**src/rtl/shiftq_max.sv**
```systemverilog
// Sorted shift-register max priority queue: head slot 0 always holds the largest key.
// Optional sticky error flag for dropped requests is enabled by defining SHIFTQ_ERR_EN.
module shiftq_max #(
  parameter int unsigned W = 8,
  parameter int unsigned D = 8,
  localparam int unsigned CW = $clog2(D + 1)
) (
  input  logic          clk,
  input  logic          rst,
  input  logic          enq,
  input  logic [W-1:0]  kin,
  input  logic          deq,
  output logic [W-1:0]  kout,
  output logic          empty,
  output logic          full,
`ifdef SHIFTQ_ERR_EN
  output logic          err,
`endif
  output logic [CW-1:0] count
);

  logic [W-1:0]  s_q [D];
  logic [W-1:0]  s_d [D];
  logic [D-1:0]  v_q, v_d;
  logic [CW-1:0] count_q, count_d;
  logic [W-1:0]  kout_q;
  logic          empty_q, full_q;

  logic [W-1:0]  base_s [D];
  logic [D-1:0]  base_v;
  logic [D-1:0]  gt;
  logic          deq_eff, enq_eff;

  always_comb begin
    deq_eff = deq && v_q[0];
    // With a simultaneous dequeue, a full queue frees a slot before insertion.
    enq_eff = enq && (!v_q[D-1] || deq_eff);

    for (int i = 0; i < int'(D) - 1; i++) begin
      base_s[i] = deq_eff ? s_q[i+1] : s_q[i];
      base_v[i] = deq_eff ? v_q[i+1] : v_q[i];
    end
    base_s[D-1] = deq_eff ? '0 : s_q[D-1];
    base_v[D-1] = deq_eff ? 1'b0 : v_q[D-1];

    // Sorted order makes gt a thermometer code; its first set bit is the insertion slot.
    // Strict compare places a new key after equal keys already queued.
    for (int i = 0; i < int'(D); i++) begin
      gt[i] = !base_v[i] || (kin > base_s[i]);
    end

    s_d[0] = (enq_eff && gt[0]) ? kin : base_s[0];
    v_d[0] = enq_eff ? 1'b1 : base_v[0];
    for (int i = 1; i < int'(D); i++) begin
      s_d[i] = base_s[i];
      v_d[i] = base_v[i];
      if (enq_eff && gt[i]) begin
        s_d[i] = gt[i-1] ? base_s[i-1] : kin;
        v_d[i] = gt[i-1] ? base_v[i-1] : 1'b1;
      end
    end

    count_d = count_q + CW'(enq_eff) - CW'(deq_eff);
  end

  always_ff @(posedge clk) begin
    if (rst) begin
      s_q     <= '{default: '0};
      v_q     <= '0;
      count_q <= '0;
      kout_q  <= '0;
      empty_q <= 1'b1;
      full_q  <= 1'b0;
    end else begin
      s_q     <= s_d;
      v_q     <= v_d;
      count_q <= count_d;
      kout_q  <= v_d[0] ? s_d[0] : '0;
      empty_q <= (count_d == '0);
      full_q  <= (count_d == CW'(D));
    end
  end

`ifdef SHIFTQ_ERR_EN
  logic err_q;

  always_ff @(posedge clk) begin
    if (rst) begin
      err_q <= 1'b0;
    end else if ((enq && !deq && v_q[D-1]) || (deq && !enq && !v_q[0])) begin
      err_q <= 1'b1;
    end
  end

  assign err = err_q;
`endif

  assign kout  = kout_q;
  assign empty = empty_q;
  assign full  = full_q;
  assign count = count_q;

endmodule

```
**config.mk**
```make
export PLATFORM = sky130hd
export DESIGN_NAME = shiftq_max
export DESIGN_NICKNAME = d
export VERILOG_FILES = /design/src/rtl/shiftq_max.sv
export SDC_FILE = /design/constraint.sdc
export NUM_CORES = 1
export LEC_CHECK = 0
export ABC_AREA = 1
export CORE_MARGIN = 2
export CORE_UTILIZATION = 51
export DETAILED_ROUTE_END_ITERATION = 7
export GPL_ROUTABILITY_DRIVEN = 0
export GPL_TIMING_DRIVEN = 0
export PLACE_DENSITY = 0.73
export SYNTH_ARGS = -nofsm -noshare
export SYNTH_HDL_FRONTEND = slang
export SYNTH_SLANG_ARGS = --single-unit
```
**constraint.sdc**
```tcl
create_clock -name clk -period 4.5 [get_ports clk]
set_clock_uncertainty 0.1 [all_clocks]
set_input_delay 0.9 -clock clk [delete_from_list [all_inputs] [get_ports clk]]
set_output_delay 0.9 -clock clk [all_outputs]
set_load 0.02 [all_outputs]
```
-- Word-level counts from Yosys, hierarchy flattened
Cells that the tools add are included.
- bits in writable memories: 0
- input bits: 12
- bits in latches: 0
- memories: 0
- register bits after elaboration: 86
- bits in read-only memories: 0
- output and inout bits: 14
- multiplexer cells: 46
- shift operators: 0
- bitwise logic cells: 1
- multiply operators: 0
- divide/modulo/power cells: 0
- equal/unequal tests: 1
- add/subtract/negate cells: 2
- $lt $le $gt $ge: 8
- reductions and logical operators: 30
- operator list (cell ; count):
    2-to-1 mux 8 bit ; 23
    > comparator 8 bit ; 8
    2-to-1 mux 1 bit ; 23
    logical AND 1 bit ; 10
    zero test 1 bit ; 9
    logical OR 1 bit ; 9
    adder 4 x 1 -> 4 bit ; 1
    equality test 4 bit (second input constant) ; 1
    zero test 4 bit ; 1
    subtractor 4 x 1 -> 4 bit ; 1
    OR reduction 2 bit ; 1
    inverter 1 bit ; 1

-- Logic depth before layout (Yosys ltp)
Gate-level depths: netlist (run 1).
- depth in word-level cells: 6
- depth in mapped cells: 21
- depth with buffers taken out: 19

-- Worst setup path before layout (run 1)
Ideal clock, no wire load.
- path type: input -> register
- start: in deq
- end: reg s_q[55] (netlist bit)
- stages: 17
- arrival: 2779 ps
- buffers on the path: 3
- required time: 4284 ps
- path slack: 1505 ps
- cell sequence: nand2_4 -> buf_6 -> buf_2 -> o21ai_0 -> inv_1 -> ha_1 -> a21oi_1 -> nor2_1 -> nor2_1 -> nand2_1 -> nand2_1 -> nand2_2 -> nand2_1 -> inv_2 -> buf_4 -> o21ai_0 -> nor2_1
- word-level cells in the longest chain between the ends: 6
- elaborated cells on any way between the ends: 16
- those cells by class: 2 x order compare; 6 x mux; 8 x reduce/logical
- ends and longest elaborated chain (item ; RTL line ; source):
    start: declaration ; 12 ; input logic deq,
    logical AND 1 bit (*) ; 35 ; deq_eff = deq && v_q[0];
    2-to-1 mux 8 bit / 2-to-1 mux 1 bit (equally long branches) ; 40, 41 ;
    > comparator 8 bit / zero test 1 bit (equally long branches) ; 49 ; gt[i] = !base_v[i] || (kin > base_s[i]);
    logical OR 1 bit ; 49 ;
    2-to-1 mux 8 bit / logical AND 1 bit (equally long branches) ; 58, 57 ;
    2-to-1 mux 8 bit (*) ; 57 ; if (enq_eff && gt[i]) begin
    end signal: assignment ; 68 ; s_q <= '{default: '0};
    end signal: assignment ; 75 ; s_q <= s_d;
    end: declaration ; 22 ; logic [W-1:0] s_q [D];
Every way passes the cells marked *; elsewhere a longest branch is shown, timed or not.
A chain may end at the register's enable or synchronous reset.

-- Worst setup path after layout (run 1)
- start: in deq
- end: reg s_q[37] (netlist bit)
The elaborated chain is that of the path after synthesis.

==> results.sh, run 1 <==
export IMPL_cts_tree="done"
export IMPL_p_leak_nw=3.74
export IMPL_fin_crit_sh=0.835
export IMPL_syn_to_final_growth_pct=11.8
export IMPL_critPathMaxFanout=10
export IMPL_clk_pin_slew_ns=0.07
export IMPL_end_kind="flip-flop"
export IMPL_vias_per_cell=5.12
export IMPL_dieWidth_um=115
export IMPL_holdPathStages=2
export IMPL_initial_utilization=0.521
export IMPL_cts_resized=0
export IMPL_cts_root_buf="clkbuf_16"
export IMPL_drc=0
export IMPL_wire_per_inst_um=14.7
export IMPL_ant_nets=0
export IMPL_seq_area_frac_synth=0.276
export IMPL_irDropWorstVdd_v=0.000218
export IMPL_fmax_mhz=266
export IMPL_grt_pass1_vias=5577
export IMPL_track_usage=0.277
export IMPL_cts_max_path_buffers=2
export IMPL_grt_pass1_wl_mm=28.1
export IMPL_internal_power_mw=1.70
export IMPL_routed_wl_mm=17.0
export IMPL_cts_buffers=9
export IMPL_rsz0062_at_grt="no"
export IMPL_hold_buffers=0
export IMPL_synth_largest_area_cell="dfxtp_1"
export IMPL_rows=40
export IMPL_min_to="v_q[7]"
export IMPL_synth_ff_type="dfxtp_1"
export IMPL_io_pins=26
export IMPL_synthTopCellsByCount="nand2_1 (257), nor2_1 (157), inv_1 (111)"
export IMPL_clkPwrFrac=0.284
export IMPL_ys_top_cells_by_area="dfxtp_1 (28%), nand2_1 (15%), ha_1 (12%)"
export IMPL_overflow=0
export IMPL_synth_most_common_cell="nand2_1"
export IMPL_vias=5908
export IMPL_finalCriticalPeriod_ns=3.76
export IMPL_timing_rr_end="s_q[37]"
export IMPL_hold_path_class="reg2reg"
export IMPL_status="completed"
export IMPL_fin_nets=1076
export IMPL_synth_edf_count=0
export IMPL_switchingPower_mw=1.01
export IMPL_pwr_share_comb=0.371
export IMPL_holdCritStartpoint="v_q[7]"
export IMPL_post_cts_buffers=0
export IMPL_yosysWarnings=0
export IMPL_required_ns=4.66
export IMPL_numPortBuffers=25
export IMPL_clock_latency_ns=0.36
export IMPL_slew_viol_final=0
export IMPL_fin_area_sq_mm=0.00697
export IMPL_power_frac_seq=0.345
export IMPL_synth_seq_cells=86
export IMPL_rr_startpoint="v_q[0]"
export IMPL_ff2ff_setup_slack_ns=1.45
export IMPL_cts_sinks=86
export IMPL_tns_ns=0
export IMPL_syn_avg_cell_area_sq_um=6.45
export IMPL_report_final_setup_viol=0
export IMPL_drtIter0Drc=425
export IMPL_antenna_found_initial=0
export IMPL_crit_type="in2reg"
export IMPL_worstMarginPinSlew_ns=0.751
export IMPL_p_sw_frac=0.374
export IMPL_drv_cap=0
export IMPL_grt_max_degree=16
export IMPL_synth_top_area_share=0.276
export IMPL_h_tree_depth=3
export IMPL_synth_area_sq_mm=0.00623
export IMPL_hold_viol_final=0
export IMPL_fin_util=0.582
export IMPL_num_antenna_cells=0
export IMPL_r2r_cells=18
export IMPL_p_per_area_mw_per_mm2=389
export IMPL_coreArea_sq_mm=0.0120
export IMPL_critPathLaunchType="input port"
export IMPL_cp_arrival_ns=3.91
export IMPL_drive_above_1_share=0.139
export IMPL_die_height_um=115
export IMPL_async_flop_share=0
export IMPL_slew_headroom=0.498
export IMPL_die_area_sq_mm=0.0131
export IMPL_synth_nets=1040
export IMPL_drtPass1Iterations=5
export IMPL_post_synth_num_cell_types=32
export IMPL_hpwl_mm=12.5
export IMPL_placedInstanceArea_sq_mm=0.00667
export IMPL_synthCells=967
[stage by stage]
stage	hold slack [ns]	total power [mW]	setup slack, ns	std cells
floorplan	0.394	1.68	1.50	967
global placement	0.409	1.92	0.427	1139
detailed placement	0.413	1.94	0.410	1139
CTS	0.423	2.70	0.761	1155
global route	0.455	2.90	0.403	1155
finish	0.421	2.71	0.742	1155
[layout by cell type (no fill, tap or decap), types with 5 or more instances in the layout]
cell	count
o21ai_2	33
nor2_1	157
dfxtp_1	86
nand3_1	17
inv_2	7
clkbuf_16	9
o21ai_0	56
buf_6	5
clkdlybuf4s50_1	25
buf_2	12
a21o_1	7
nand2_1	257
nand2_2	10
nand4_1	7
clkbuf_1	13
ha_1	60
a21oi_1	31
o21ai_1	26
inv_1	111
or2_2	42
[power groups by stage]
| stage | registers [mW] | logic [mW] | clock network, mW |
|---|---|---|---|
| 2_1_floorplan | 0.962 | 0.719 | 0 |
| 3_3_place_gp | 0.948 | 0.976 | 0 |
| 3_5_place_dp | 0.950 | 0.989 | 0 |
| 4_1_cts | 0.934 | 0.999 | 0.772 |
| 5_1_grt | 0.945 | 1.15 | 0.802 |
| 6_report | 0.936 | 1.01 | 0.769 |
[critical path, stage by stage]
cell and delay, ns:
clkdlybuf4s50_1 0.55, nand2_4 0.13, buf_6 0.17, buf_2 0.22, o21ai_0 0.33, inv_1 0.08
ha_1 0.30, nand2_1 0.05, nor2_1 0.12, nand2_1 0.07, nand2_1 0.05, nand2_1 0.09
nand2_2 0.16, nand2_2 0.09, inv_2 0.12, buf_2 0.22, nand2_1 0.08, nor2_1 0.12
nor2_1 0.06
[worst max path at each step]
stage	start	end	slack, ns	depth (start not counted)
final	deq	s_q[37]	0.74	19
after global routing	deq	s_q[17]	0.40	18
after CTS	deq	s_q[17]	0.76	18
after detailed placement	deq	s_q[17]	0.41	18
after global placement	deq	s_q[18]	0.43	18
after floorplan	deq	s_q[55]	1.50	17
[flip-flops by register name (all words and copies together) (netlist names)]
signal	cells
count	4
empty	1
full	1
kout	8
s_q	64
v_q	8
[cell type report]
class                   count  area (sq um)
fillers                  1156          4990
multi-input cells         723          3840
flip-flops and latches     86          1720
inverters                 122           464
repair buffers             25           250
clock buffers              10           229
plain buffers              36           204
well taps                 147           184
clock inverters             6          70.1
[routing by layer]
metal  up-vias  share of wire  GRT usage
li1       3106              -          -
met1      2610           0.48      0.371
met2       159           0.43      0.436
met3        33          0.063     0.0535
met4         0          0.030      0.117
met5         -              0          0
[kinds of logic after synthesis]
logic type	Yosys count	share of synthesized area
AO/OA/AOI/OAI	159	0.154
XOR/XNOR	3	0.00422
adder cells (fa/ha/maj)	61	0.124
buffers and inverters	158	0.107
flip-flops	86	0.276
AND/OR/NAND/NOR	500	0.335
No activity file was read; power rests on OpenSTA's default activity.
==> inputs of run 2 (changes only) <==
==> constraint.sdc (replaced) <==
create_clock -name clk -period 3.6 [get_ports clk]
set_clock_uncertainty 0.1 [all_clocks]
set_input_delay 0.72 -clock clk [delete_from_list [all_inputs] [get_ports clk]]
set_output_delay 0.72 -clock clk [all_outputs]
set_load 0.02 [all_outputs]
==> run 2 against run 1 <==
  * Clock power rose by 25%
  * Setup slack got worse by 0.51 ns
  * Total power rose by 26%
  * Register-to-register slack got worse by 0.69 ns
  * Via count rose by 0.78%
  * First-iteration DRC count rose by 20%
  * Worst hold slack got worse by 0.0028 ns
  * Sequential power rose by 25%
  * Non-clock buffer count rose by 4
  * Global-route usage did not move
  * Critical path depth fell by 1
  * Flip-flop and latch count did not move
  * Critical path type unchanged
  * Largest power group unchanged
==> results.sh, run 2 (synthesis results as in run 1) <==
export IMPL_critPathMaxStageDelay_ns=0.55
export IMPL_drive_above_1_share=0.149
export IMPL_holdCritStartpoint="v_q[7]"
export IMPL_track_usage=0.277
export IMPL_coreArea_sq_mm=0.0120
export IMPL_post_place_cells=1139
export IMPL_p_per_area_mw_per_mm2=484
export IMPL_vias_per_cell=5.14
export IMPL_cp_arrival_ns=3.52
export IMPL_fin_nets=1080
export IMPL_antenna_found_initial=0
export IMPL_cts_root_buf="clkbuf_16"
export IMPL_rsz0062_at_grt="no"
export IMPL_placedInstanceArea_sq_mm=0.00667
export IMPL_r2r_cells=17
export IMPL_cts_max_path_buffers=2
export IMPL_finalCriticalPeriod_ns=3.37
export IMPL_clk_pin_slew_ns=0.06
export IMPL_cts_buffers=9
export IMPL_regMostFlops="s_q"
export IMPL_fmax_mhz=297
export IMPL_fin_hold_ws_ns=0.418
export IMPL_end_kind="flip-flop"
export IMPL_initial_utilization=0.521
export IMPL_die_area_sq_mm=0.0131
export IMPL_slowest_stage="clkdlybuf4s50_1"
export IMPL_report_final_setup_viol=0
export IMPL_seqCellArea_sq_mm=0.00172
export IMPL_place_ws_ns=-0.310
export IMPL_slew_headroom=0.492
export IMPL_crit_path_end="s_q[28]"
export IMPL_cp_common_cell="nor2_1"
export IMPL_fin_crit_sh=0.936
export IMPL_worstMarginPinSlew_ns=0.760
export IMPL_worstPathCellList="clkdlybuf4s50_1 > nand2_4 > buf_6 > buf_4 > o21ai_1 > inv_1 > ha_1 > a21oi_1 > nor2_1 > nor2_1 > nand2_1 > nand2_1 > nand2_2 > nand2_2 > inv_2 > buf_4 > o21ai_0 > nor2_1"
export IMPL_hold_buffers=0
export IMPL_status="completed"
export IMPL_grt_pass1_vias=5577
export IMPL_grt_max_degree=16
export IMPL_final_cell_count_no_fill=1159
export IMPL_nFillCells=1154
export IMPL_vias=5954
export IMPL_ant_nets=0
export IMPL_critPathLaunchType="input port"
export IMPL_ff2ff_setup_slack_ns=0.76
export IMPL_hpwl_mm=12.5
export IMPL_timing_rr_end="s_q[28]"
export IMPL_wire_per_inst_um=14.8
export IMPL_fin_area_sq_mm=0.00703
export IMPL_slew_viol_final=0
export IMPL_drtIter0Drc=512
export IMPL_multi_input_area_sq_mm=0.00387
export IMPL_startpoint="deq"
export IMPL_overflow=0
export IMPL_cts_tree="done"
export IMPL_drv_cap=0
export IMPL_io_pins=26
export IMPL_hold_path_class="reg2reg"
export IMPL_final_cell_mix="nand2_1 (256), nor2_1 (157), inv_1 (111), dfxtp_1 (86), ha_1 (60)"
export IMPL_h_tree_depth=3
export IMPL_hold_viol_final=0
export IMPL_required_ns=3.75
export IMPL_dieWidth_um=115
export IMPL_num_antenna_cells=0
export IMPL_fin_ws_ns=0.230
export IMPL_largest_reg_flops=64
export IMPL_irDropWorstVdd_v=0.000272
export IMPL_die_height_um=115
export IMPL_numPortBuffers=25
export IMPL_clock_latency_ns=0.36
export IMPL_final_common_cell="nand2_1"
export IMPL_cts_sinks=86
export IMPL_grt_pass1_wl_mm=28.1
export IMPL_routed_wl_mm=17.2
export IMPL_critPathMaxFanout=10
export IMPL_syn_to_final_growth_pct=12.8
export IMPL_drc=0
export IMPL_rr_startpoint="v_q[0]"
export IMPL_drtPass1Iterations=5
export IMPL_rows=40
export IMPL_p_leak_nw=3.78
export IMPL_tns_ns=0
export IMPL_crit_type="in2reg"
run 2: per-layer routing:
metal / track usage / vias up / share of wire
met1: 0.371 / 2629 / 0.46
met3: 0.0535 / 30 / 0.074
met2: 0.436 / 177 / 0.44
met4: 0.117 / 0 / 0.030
met5: 0 / - / 0
li1: - / 3118 / -
run 2: power breakdown:
part           switching, mW  internal (mW)  total [mW]
Sequential            0.0823           1.09        1.17
Clock                  0.417          0.544       0.962
Combinational          0.776          0.498        1.27
run 2: worst min path at each step:
stage / cells after the start / slack (ns) / to
global placement: 2 / 0.41 / v_q[7]
CTS: 2 / 0.42 / v_q[7]
finish: 2 / 0.42 / v_q[7]
floorplan: 2 / 0.39 / v_q[7]
global route: 2 / 0.45 / v_q[7]
detailed placement: 2 / 0.41 / v_q[7]
run 2: layout make-up:
| cell class | count | area share |
|---|---|---|
| Buffer | 36 | 0.0308 |
| Clock buffer | 10 | 0.0326 |
| Clock inverter | 6 | 0.00996 |
| Inverter | 122 | 0.0660 |
| Multi-Input combinational cell | 723 | 0.550 |
| Sequential cell | 86 | 0.245 |
| Tap cell | 147 | 0.0262 |
| Timing Repair Buffer | 29 | 0.0399 |
run 2: stage by stage:
step	power, mW	utilization
after floorplan	2.10	-
after global placement	2.41	0.557
after detailed placement	2.42	0.557
after CTS	3.38	0.582
after global routing	3.64	0.588
final	3.40	0.588
run 2: repair_timing:
item                                    in CTS  in global routing
endpoints found under the hold margin        0                  0
endpoints found under the setup margin       0                 71
setup buffers                                0                  4
gates resized for setup                      0                 26
run 2: worst max-delay path, delay by kind of cell:
family          cells  cell delay [ns]
compound gates      3             0.52
fa+ha+maj           1             0.29
buf+inv             6             1.22
simple gates        8             0.75
==> inputs of run 3 (changes only) <==
--- a/config.mk
+++ b/config.mk
@@ -12,6 +12,7 @@
 export GPL_ROUTABILITY_DRIVEN = 0
 export GPL_TIMING_DRIVEN = 0
 export PLACE_DENSITY = 0.73
+export SLEW_MARGIN = 5
 export SYNTH_ARGS = -nofsm -noshare
 export SYNTH_HDL_FRONTEND = slang
 export SYNTH_SLANG_ARGS = --single-unit
==> results of run 3 <==
Final layout, timing and power as in run 2 (identical DEF).
